## src/rtl/uart_rx_cfg_if.sv

```systemverilog
// Receive-word handshake between the UART receiver and its consumer.
// The receiver drives the held word and its per-word error flags; the consumer drives ready.
interface uart_rx_cfg_if #(
    parameter int DATA_BITS = 8
);
    logic [DATA_BITS-1:0] rx_data;
    logic                 rx_valid;
    logic                 rx_ready;
    logic                 parity_err;
    logic                 frame_err;

    modport master (
        output rx_data,
        output rx_valid,
        output parity_err,
        output frame_err,
        input  rx_ready
    );

    modport slave (
        input  rx_data,
        input  rx_valid,
        input  parity_err,
        input  frame_err,
        output rx_ready
    );
endinterface

```

## src/rtl/uart_rx_cfg.sv

```systemverilog
// Parametrised oversampling UART receiver with 3-sample majority voting,
// a ready/valid holding register carrying per-word error flags, and break detection.
module uart_rx_cfg #(
    parameter int CLK_HZ     = 50000000,
    parameter int BAUD       = 9600,
    parameter int OVERSAMPLE = 16,
    parameter int DATA_BITS  = 8,
    parameter int PARITY     = 0,
    parameter int STOP_BITS  = 1
) (
    input  logic          clk,
    input  logic          rst,
    input  logic          rxd,
    uart_rx_cfg_if.master rx,
    output logic          overrun,
    output logic          break_det,
    output logic          busy
);

    localparam int DIV    = CLK_HZ / (BAUD * OVERSAMPLE);
    localparam int DIV_W  = $clog2(DIV + 1);
    localparam int TICK_W = $clog2(OVERSAMPLE);

    localparam logic [DIV_W-1:0]  DIV_LAST  = DIV_W'(DIV - 1);
    localparam logic [DIV_W-1:0]  DIV_ONE   = DIV_W'(1);
    localparam logic [DIV_W-1:0]  DIV_ZERO  = DIV_W'(0);
    localparam logic [TICK_W-1:0] TICK_LAST = TICK_W'(OVERSAMPLE - 1);
    localparam logic [TICK_W-1:0] TICK_ONE  = TICK_W'(1);
    localparam logic [TICK_W-1:0] TICK_ZERO = TICK_W'(0);
    localparam logic [TICK_W-1:0] SAMP_A    = TICK_W'(OVERSAMPLE / 2 - 1);
    localparam logic [TICK_W-1:0] SAMP_B    = TICK_W'(OVERSAMPLE / 2);
    localparam logic [TICK_W-1:0] SAMP_C    = TICK_W'(OVERSAMPLE / 2 + 1);
    localparam logic [3:0]        DATA_LAST = 4'(DATA_BITS - 1);
    localparam logic [3:0]        STOP_LAST = 4'(STOP_BITS - 1);
    localparam logic              HAS_PAR   = (PARITY != 0) ? 1'b1 : 1'b0;
    localparam logic              ODD_PAR   = (PARITY == 2) ? 1'b1 : 1'b0;

    typedef enum logic [2:0] {
        ST_IDLE     = 3'd0,
        ST_START    = 3'd1,
        ST_DATA     = 3'd2,
        ST_PARITY   = 3'd3,
        ST_STOP     = 3'd4,
        ST_BRK_WAIT = 3'd5
    } state_t;

    function automatic logic maj3_f(input logic a, input logic b, input logic c);
        return (a & b) | (a & c) | (b & c);
    endfunction

    function automatic logic par_err_f(input logic [DATA_BITS-1:0] d, input logic p);
        return HAS_PAR & ((^d) ^ p ^ ODD_PAR);
    endfunction

    logic                 rxd_meta_r;
    logic                 rxs_r;
    logic [DIV_W-1:0]     div_cnt_r;
    logic [TICK_W-1:0]    tick_cnt_r;
    state_t               state_r;
    logic [3:0]           bit_cnt_r;
    logic [1:0]           samp_r;
    logic [DATA_BITS-1:0] shift_r;
    logic                 par_bit_r;
    logic                 stop_err_r;
    logic [DATA_BITS-1:0] data_r;
    logic                 valid_r;
    logic                 perr_r;
    logic                 ferr_r;
    logic                 overrun_r;
    logic                 break_r;
    logic                 busy_r;

    logic                 start_det_s;
    logic                 tick_s;
    logic [TICK_W-1:0]    tick_idx_s;
    logic                 vote_en_s;
    logic                 bound_s;
    logic                 vote_s;
    logic                 consume_s;
    logic                 break_s;

    assign rx.rx_data    = data_r;
    assign rx.rx_valid   = valid_r;
    assign rx.parity_err = perr_r;
    assign rx.frame_err  = ferr_r;
    assign overrun       = overrun_r;
    assign break_det     = break_r;
    assign busy          = busy_r;

    // Tick index of the tick currently firing; index 0 marks a bit boundary.
    always_comb begin
        tick_idx_s = TICK_ZERO;
        if (tick_cnt_r == TICK_LAST) begin
            tick_idx_s = TICK_ZERO;
        end else begin
            tick_idx_s = tick_cnt_r + TICK_ONE;
        end
    end

    assign start_det_s = (state_r == ST_IDLE) && !rxs_r;
    assign tick_s      = (div_cnt_r == DIV_LAST);
    assign vote_en_s   = tick_s && (tick_idx_s == SAMP_C);
    assign bound_s     = tick_s && (tick_idx_s == TICK_ZERO);
    assign vote_s      = maj3_f(samp_r[0], samp_r[1], rxs_r);
    assign consume_s   = valid_r && rx.rx_ready;
    // A line held low through data, parity and the first stop bit is a break, not a word.
    assign break_s     = (shift_r == {DATA_BITS{1'b0}}) && !(HAS_PAR & par_bit_r) && !vote_s;

    // Two-flop synchroniser for the asynchronous serial line, idling high.
    always_ff @(posedge clk or negedge rst) begin
        if (!rst) begin
            rxd_meta_r <= 1'b1;
            rxs_r      <= 1'b1;
        end else begin
            rxd_meta_r <= rxd;
            rxs_r      <= rxd_meta_r;
        end
    end

    // Sample-tick divider and tick-within-bit counter, realigned to each start edge.
    always_ff @(posedge clk or negedge rst) begin
        if (!rst) begin
            div_cnt_r  <= DIV_ZERO;
            tick_cnt_r <= TICK_ZERO;
        end else if (start_det_s) begin
            div_cnt_r  <= DIV_ZERO;
            tick_cnt_r <= TICK_ZERO;
        end else if (tick_s) begin
            div_cnt_r  <= DIV_ZERO;
            tick_cnt_r <= tick_idx_s;
        end else begin
            div_cnt_r  <= div_cnt_r + DIV_ONE;
        end
    end

    // Frame FSM together with the holding register and its one-cycle status pulses.
    always_ff @(posedge clk or negedge rst) begin
        if (!rst) begin
            state_r    <= ST_IDLE;
            bit_cnt_r  <= 4'd0;
            samp_r     <= 2'b00;
            shift_r    <= {DATA_BITS{1'b0}};
            par_bit_r  <= 1'b0;
            stop_err_r <= 1'b0;
            data_r     <= {DATA_BITS{1'b0}};
            valid_r    <= 1'b0;
            perr_r     <= 1'b0;
            ferr_r     <= 1'b0;
            overrun_r  <= 1'b0;
            break_r    <= 1'b0;
            busy_r     <= 1'b0;
        end else begin
            overrun_r <= 1'b0;
            break_r   <= 1'b0;
            if (consume_s) begin
                valid_r <= 1'b0;
            end
            if (tick_s && (tick_idx_s == SAMP_A)) begin
                samp_r[0] <= rxs_r;
            end
            if (tick_s && (tick_idx_s == SAMP_B)) begin
                samp_r[1] <= rxs_r;
            end

            case (state_r)
                ST_IDLE: begin
                    if (!rxs_r) begin
                        state_r    <= ST_START;
                        busy_r     <= 1'b1;
                        bit_cnt_r  <= 4'd0;
                        par_bit_r  <= 1'b0;
                        stop_err_r <= 1'b0;
                    end
                end
                ST_START: begin
                    if (vote_en_s && vote_s) begin
                        state_r <= ST_IDLE;
                        busy_r  <= 1'b0;
                    end else if (bound_s) begin
                        state_r   <= ST_DATA;
                        bit_cnt_r <= 4'd0;
                    end
                end
                ST_DATA: begin
                    if (vote_en_s) begin
                        shift_r <= {vote_s, shift_r[DATA_BITS-1:1]};
                        if (bit_cnt_r == DATA_LAST) begin
                            bit_cnt_r <= 4'd0;
                            state_r   <= HAS_PAR ? ST_PARITY : ST_STOP;
                        end else begin
                            bit_cnt_r <= bit_cnt_r + 4'd1;
                        end
                    end
                end
                ST_PARITY: begin
                    if (vote_en_s) begin
                        par_bit_r <= vote_s;
                        state_r   <= ST_STOP;
                    end
                end
                ST_STOP: begin
                    if (vote_en_s) begin
                        if ((bit_cnt_r == 4'd0) && break_s) begin
                            break_r <= 1'b1;
                            state_r <= ST_BRK_WAIT;
                        end else if (bit_cnt_r == STOP_LAST) begin
                            state_r <= ST_IDLE;
                            busy_r  <= 1'b0;
                            // A word completing against an unread one is dropped; the held word stays intact.
                            if (valid_r && !rx.rx_ready) begin
                                overrun_r <= 1'b1;
                            end else begin
                                data_r  <= shift_r;
                                perr_r  <= par_err_f(shift_r, par_bit_r);
                                ferr_r  <= stop_err_r | !vote_s;
                                valid_r <= 1'b1;
                            end
                        end else begin
                            stop_err_r <= stop_err_r | !vote_s;
                            bit_cnt_r  <= bit_cnt_r + 4'd1;
                        end
                    end
                end
                ST_BRK_WAIT: begin
                    if (rxs_r) begin
                        state_r <= ST_IDLE;
                        busy_r  <= 1'b0;
                    end
                end
                default: begin
                    state_r <= ST_IDLE;
                    busy_r  <= 1'b0;
                end
            endcase
        end
    end

endmodule

```

## src/flat_wrapper.sv

```systemverilog
// flat-port wrapper written by rule: the top's interface ports become plain ports
module uart_rx_cfg_flat 
#(
    parameter int CLK_HZ     = 50000000,
    parameter int BAUD       = 9600,
    parameter int OVERSAMPLE = 16,
    parameter int DATA_BITS  = 8,
    parameter int PARITY     = 0,
    parameter int STOP_BITS  = 1
)
  (clk, rst, rxd, overrun, break_det, busy, rx_rx_data, rx_rx_valid, rx_parity_err, rx_frame_err, rx_rx_ready);
  uart_rx_cfg_if #(.DATA_BITS(DATA_BITS)) rx_i ();
  input  logic clk;
  input  logic rst;
  input  logic rxd;
  output logic overrun;
  output logic break_det;
  output logic busy;
  output wire logic [$bits(rx_i.rx_data)-1:0] rx_rx_data;
  output wire logic [$bits(rx_i.rx_valid)-1:0] rx_rx_valid;
  output wire logic [$bits(rx_i.parity_err)-1:0] rx_parity_err;
  output wire logic [$bits(rx_i.frame_err)-1:0] rx_frame_err;
  input wire logic [$bits(rx_i.rx_ready)-1:0] rx_rx_ready;
  assign rx_rx_data = rx_i.rx_data;
  assign rx_rx_valid = rx_i.rx_valid;
  assign rx_parity_err = rx_i.parity_err;
  assign rx_frame_err = rx_i.frame_err;
  assign rx_i.rx_ready = rx_rx_ready;
  uart_rx_cfg #(.CLK_HZ(CLK_HZ), .BAUD(BAUD), .OVERSAMPLE(OVERSAMPLE), .DATA_BITS(DATA_BITS), .PARITY(PARITY), .STOP_BITS(STOP_BITS)) u_core (.clk(clk), .rst(rst), .rxd(rxd), .rx(rx_i), .overrun(overrun), .break_det(break_det), .busy(busy));
endmodule
```

## config.mk

```make
export PLATFORM = sky130hd
export DESIGN_NAME = uart_rx_cfg_flat
export DESIGN_NICKNAME = d
export VERILOG_FILES = /design/src/rtl/uart_rx_cfg_if.sv /design/src/rtl/uart_rx_cfg.sv /design/src/flat_wrapper.sv
export SDC_FILE = /design/constraint.sdc
export NUM_CORES = 1
export LEC_CHECK = 0
export BUFFER_PORTS_ARGS = -buffer_cell sky130_fd_sc_hd__buf_4
export CORE_MARGIN = 2
export CORE_UTILIZATION = 59
export DETAILED_ROUTE_END_ITERATION = 10
export PLACE_DENSITY = 0.83
export SLEW_MARGIN = 15
export SYNTH_ARGS = -nofsm -noshare
export SYNTH_HDL_FRONTEND = slang
export SYNTH_SLANG_ARGS = --single-unit
```

## constraint.sdc

```tcl
create_clock -name clk -period 2.55 [get_ports clk]
set_input_delay 0.1275 -clock clk [delete_from_list [all_inputs] [get_ports clk]]
set_output_delay 0.1275 -clock clk [all_outputs]
set_load 0.02 [all_outputs]
```

==> Yosys cells after proc, flatten, opt, wreduce, memory -nomap -nowiden <==
Index checks and enable logic that the tools add are counted.
{ "classes": {"muxes": 51, "reduce_logical": 27, "n_eq_ne": 25, "addsub": 3, "bitwise": 9} }
{ "ops": {"columns": ["op", "n"], "rows": [
  ["two-way mux 4 bit", 11],
  ["two-way mux 3 bit", 10],
  ["two-way mux 1 bit", 24],
  ["two-way mux 9 bit", 2],
  ["case mux 3 bit (6 select lines)", 1],
  ["inequality test 2 x 1 -> 1 bit, second input constant", 8],
  ["case mux 4 bit (4 select lines)", 1],
  ["AND reduction 8 bit", 2],
  ["equality test 4 bit, second input constant", 3],
  ["logical AND 1 bit", 10],
  ["AND reduction 5 bit", 2],
  ["adder 9 x 1 -> 9 bit, second input constant", 1],
  ["equality test 9 bit, second input constant", 1],
  ["adder 4 x 1 -> 4 bit, second input constant", 2],
  ["equality test 4 x 3 -> 1 bit, second input constant", 2],
  ["logical NOT 4 bit", 2],
  ["logical NOT 8 bit", 1],
  ["inequality test 2 bit, second input constant", 4],
  ["AND reduction 7 bit", 1],
  ["equality test 3 x 2 -> 1 bit, second input constant", 2],
  ["equality test 3 bit, second input constant", 2],
  ["inequality test 3 x 1 -> 1 bit, second input constant", 2],
  ["case mux 1 bit (5 select lines)", 1],
  ["nonzero test 2 bit", 2],
  ["other kinds (10)", 18]
]} }
{ "word_totals": {"ff_bits": 46, "wordCells": 131} }

==> Longest topological paths before layout <==
{ "depth": {"ltp_word": 9, "depth_mapped": 9, "mapped_depth_nobuf": 8} }

==> Least setup slack after synthesis <==
Ideal clock, no wire load.
{ "synth_timing": {"path_kind": "register to register", "start": "register u_core.div_cnt_r[0]", "end": "register u_core.ferr_r, in the netlist u_core.rx.frame_err", "period_less_slack_ps": 2287, "path_stages_with_launch": 10, "required_time_ps": 2425, "slack_ps": 263, "arrival_time_ps": 2162, "cell_sequence": "dfrtp_1 > inv_1 > ha_1 > and4bb_2 > nand3_1 > or2_4 > or3_4 > nand2b_4 > buf_6 > mux2_4"} }
{ "synth_between": {"elab_chain_cells": 3} }
{ "synth_lines": {"columns": ["element", "line_no", "source"], "rows": [
  ["start, declared", "uart_rx_cfg.sv:57", "logic [DIV_W-1:0] div_cnt_r;"],
  ["start signal, assigned", "uart_rx_cfg.sv:132", "div_cnt_r <= div_cnt_r + DIV_ONE;"],
  ["equality test 9 bit", "uart_rx_cfg.sv:101", "assign tick_s = (div_cnt_r == DIV_LAST);"],
  ["logical AND 1 bit", "uart_rx_cfg.sv:102", "assign vote_en_s = tick_s && (tick_idx_s == SAMP_C);"],
  ["AND reduction 5 bit (no source line)", null, null],
  ["end signal, assigned", "uart_rx_cfg.sv:215", "ferr_r <= stop_err_r | !vote_s;"],
  ["end, declared", "uart_rx_cfg.sv:68", "logic ferr_r;"]
]} }
Every way passes these cells.
A chain may end at the register's enable or synchronous reset.

==> Final worst setup path <==
{ "layout_timing": {"start": "register u_core.div_cnt_r[0]", "end": "register u_core.data_r[6], in the netlist u_core.rx.rx_data[6]"} }
{ "layout_between": {"elab_chain_cells": 3} }
{ "layout_lines": {"columns": ["element", "line_no", "source"], "rows": [
  ["equality test 9 bit", "uart_rx_cfg.sv:101", null],
  ["logical AND 1 bit", "uart_rx_cfg.sv:102", null],
  ["AND reduction 5 bit (no source line)", null, null],
  ["end signal, assigned", "uart_rx_cfg.sv:145", "data_r <= {DATA_BITS{1'b0}};"],
  ["end signal, assigned", "uart_rx_cfg.sv:213", "data_r <= shift_r;"],
  ["end, declared", "uart_rx_cfg.sv:65", "logic [DATA_BITS-1:0] data_r;"]
]} }
Every way passes these cells.

==> out/results.ini <==
[place]
gp_congestion = 0.873
io_buffers = 16
dpl.hpwl_mm = 2.92
placed_area_um2 = 2500

[route]
first_pass_iters = 4
viasPerCell = 5.48
drt_iter0_drc = 108
wl_per_cell_um = 14.1
drc = 0
postRouteAntennaNets = 0
wirelength_mm = 4.01
vias = 1562

[cts]
cts.sinks = 46
cts_tree = yes
clk_latency_ps = 310
postCtsSetupRepairBufs = 0
cts-root-buf = clkbuf_8
clock_path_buffers = 2
clk_pin_slew_ps = 90
h-tree-depth = 2
numCtsBuffers = 5

[yosys]
ys_top_cells_by_count = dfrtp_1, nor2_1, nand2_1, mux2_2
synth_fp_nets = 227
ys.warnings.count = 0
yosys.area.top_type = dfrtp_1
synth_cells = 215
synth.yosys.seq_area_share_pct = 49.2
ys.flop_type = dfrtp_1
synth_cell_types = 49
avgSynthCellArea_um2 = 10.9
synthTopCellsByArea = dfrtp_1, mux2_4, mux2_2
synthArstFlopShare_pct = 100
ys_ff_latch = 46
yosysMostFrequentCell = dfrtp_1
synth_edf_count = 0
synth_area_um2 = 2350
yosysTopAreaCellShare_pct = 46.9

[pwr]
leakage_nw = 1.25
powerDensity_nw_per_um2 = 461
vdd_drop_max_uv = 277
power.total_mw = 1.21

[sta]
worstMarginPinSlew_ps = 558
slew-limit-headroom_pct = 62.8
clock.fmax_ghz = 0.412
setup_tns_ps = 0
fin_crit_ps = 2430
period_share_pct = 95.2
rsz0062_at_grt = false
setup_viol = 0
drv_slew = 0
report.final.hold_viol_count = 0
fin_skew_ps = 3.79

[worst_setup_path]
crit_arrival_ps = 2620
startpoint_type = flop
required_ps = 2740
r2r-start = u_core.div_cnt_r[0]
worstReg2RegEnd = u_core.rx.rx_data[6]
ff2ff_path_depth = 8
worst-r2r-setup-slack_ps = 120
endpoint_kind = flop
crit_fanout = 9
path_class = reg2reg

[grt]
grt_pass1_vias = 1532
gr-total-overflow = 0
grtUsageTotal_pct = 20.0
antenna_found_initial = 0
grt_max_degree = 47
grt_pass1_wl_mm = 6.61

[worst_hold_path]
min_path_cells = 3
hold_start = rx_rx_ready
holdCritPathClass = in2reg
hold_end = u_core.rx.rx_valid

[floorplanning]
die_w_um = 67.1
die_y_um = 67.1
die_area_um2 = 4500
start_util_pct = 62.7
ios = 18
coreArea_um2 = 3740
rows = 22

[layout]
stdcell_area_um2 = 2620
seq_area_um2 = 1150
nets = 248
syn_to_final_growth_pct = 11.7
drive_above_1_share_pct = 26.2
multi_input_area_um2 = 1120
n_antenna_cell = 0
post-route-util_pct = 70.0
fill_cells = 292

[flow_run]
cap_violations = 0

[outcome]
outcome = completed

[stage by stage]
stage	hold slack (ps)	setup WS (ps)	cells
floorplan	-168	263	215
global placement	155	203	275
detailed placement	156	125	275
CTS	172	107	285
global route	173	15.6	285
finish	174	122	285
[worst max-delay path by stage]
stage | from | cells after the start | slack [ps] | end
6_report | u_core.div_cnt_r[0] | 8 | 120 | u_core.rx.rx_data[6]
5_1_grt | u_core.div_cnt_r[0] | 8 | 20 | u_core.rx.rx_data[6]
4_1_cts | u_core.div_cnt_r[0] | 8 | 110 | u_core.state_r[0]
3_5_place_dp | u_core.div_cnt_r[0] | 8 | 130 | u_core.state_r[0]
3_3_place_gp | u_core.div_cnt_r[0] | 8 | 200 | u_core.state_r[2]
2_1_floorplan | u_core.div_cnt_r[0] | 9 | 260 | u_core.rx.frame_err
[registers in the layout (all words and copies together), names as in the netlist, 2 cells and up]
signal / cells
u_core.bit_cnt_r: 4
u_core.div_cnt_r: 9
u_core.rx.rx_data: 8
u_core.samp_r: 2
u_core.shift_r: 8
u_core.state_r: 3
u_core.tick_cnt_r: 4
[routing by layer]
metal | track usage, % | wire (µm)
met4 | 8.42 | 74
met2 | 33.7 | 1910
met3 | 5.07 | 116
met1 | 24.3 | 1900
met5 | 0 | 0
[cell families (layout without fill, tap and decap cells)]
logic type / Yosys count / in the layout / synth area share, %
multiplexers: 21 / 21 / 11.5
XOR/XNOR: 10 / 10 / 3.73
AND/OR/NAND/NOR: 86 / 86 / 19.8
AO/OA/AOI/OAI: 26 / 26 / 7.52
flip-flops: 46 / 46 / 49.2
buffers and inverters: 16 / 38 / 3.36
adder cells (fa/ha/maj): 9 / 9 / 4.69
other: 1 / 1 / 0.160
[cells in the final DEF (no fill, tap or decap), drive strengths merged, types with 4 or more instances in the layout]
cell type,instances
dfrtp,44
o21ai,6
inv,10
nand3,6
ha,8
nor3,6
nor2,28
xor2,7
clkbuf,5
nand2,13
mux2,21
a21oi,6
nand2b,7
buf,19
nor4,5
or2,4
[layout make-up]
| class | instances | share of cell area, % |
|---|---|---|
| flip-flops and latches | 46 | 44.0 |
| clock inverters | 3 | 0.907 |
| inverters | 9 | 1.29 |
| multi-input cells | 153 | 42.7 |
| repair buffers | 21 | 6.21 |
| well taps | 48 | 2.29 |
| clock buffers | 5 | 2.63 |
[what timing repair did]
action                     4_1_cts  5_1_grt
gates resized for setup          0        1
setup endpoints to repair        0        5
hold endpoints to repair        45        0
hold buffers                     2        0
[worst max-delay path: stages (launching register included)]
cell and delay (ps):
dfrtp_1 440, inv_1 80, ha_1 130, and4bb_2 260
nand3_1 160, or2_4 280, or3_4 400, nand2b_4 230
mux2_4 330
[power breakdown]
part	total, mW	internal, mW	switching, mW
Combinational	0.0205	0.00514	0.0153
Sequential	0.733	0.732	0.00170
Clock	0.455	0.196	0.259
(Power assumes the default switching activity.)
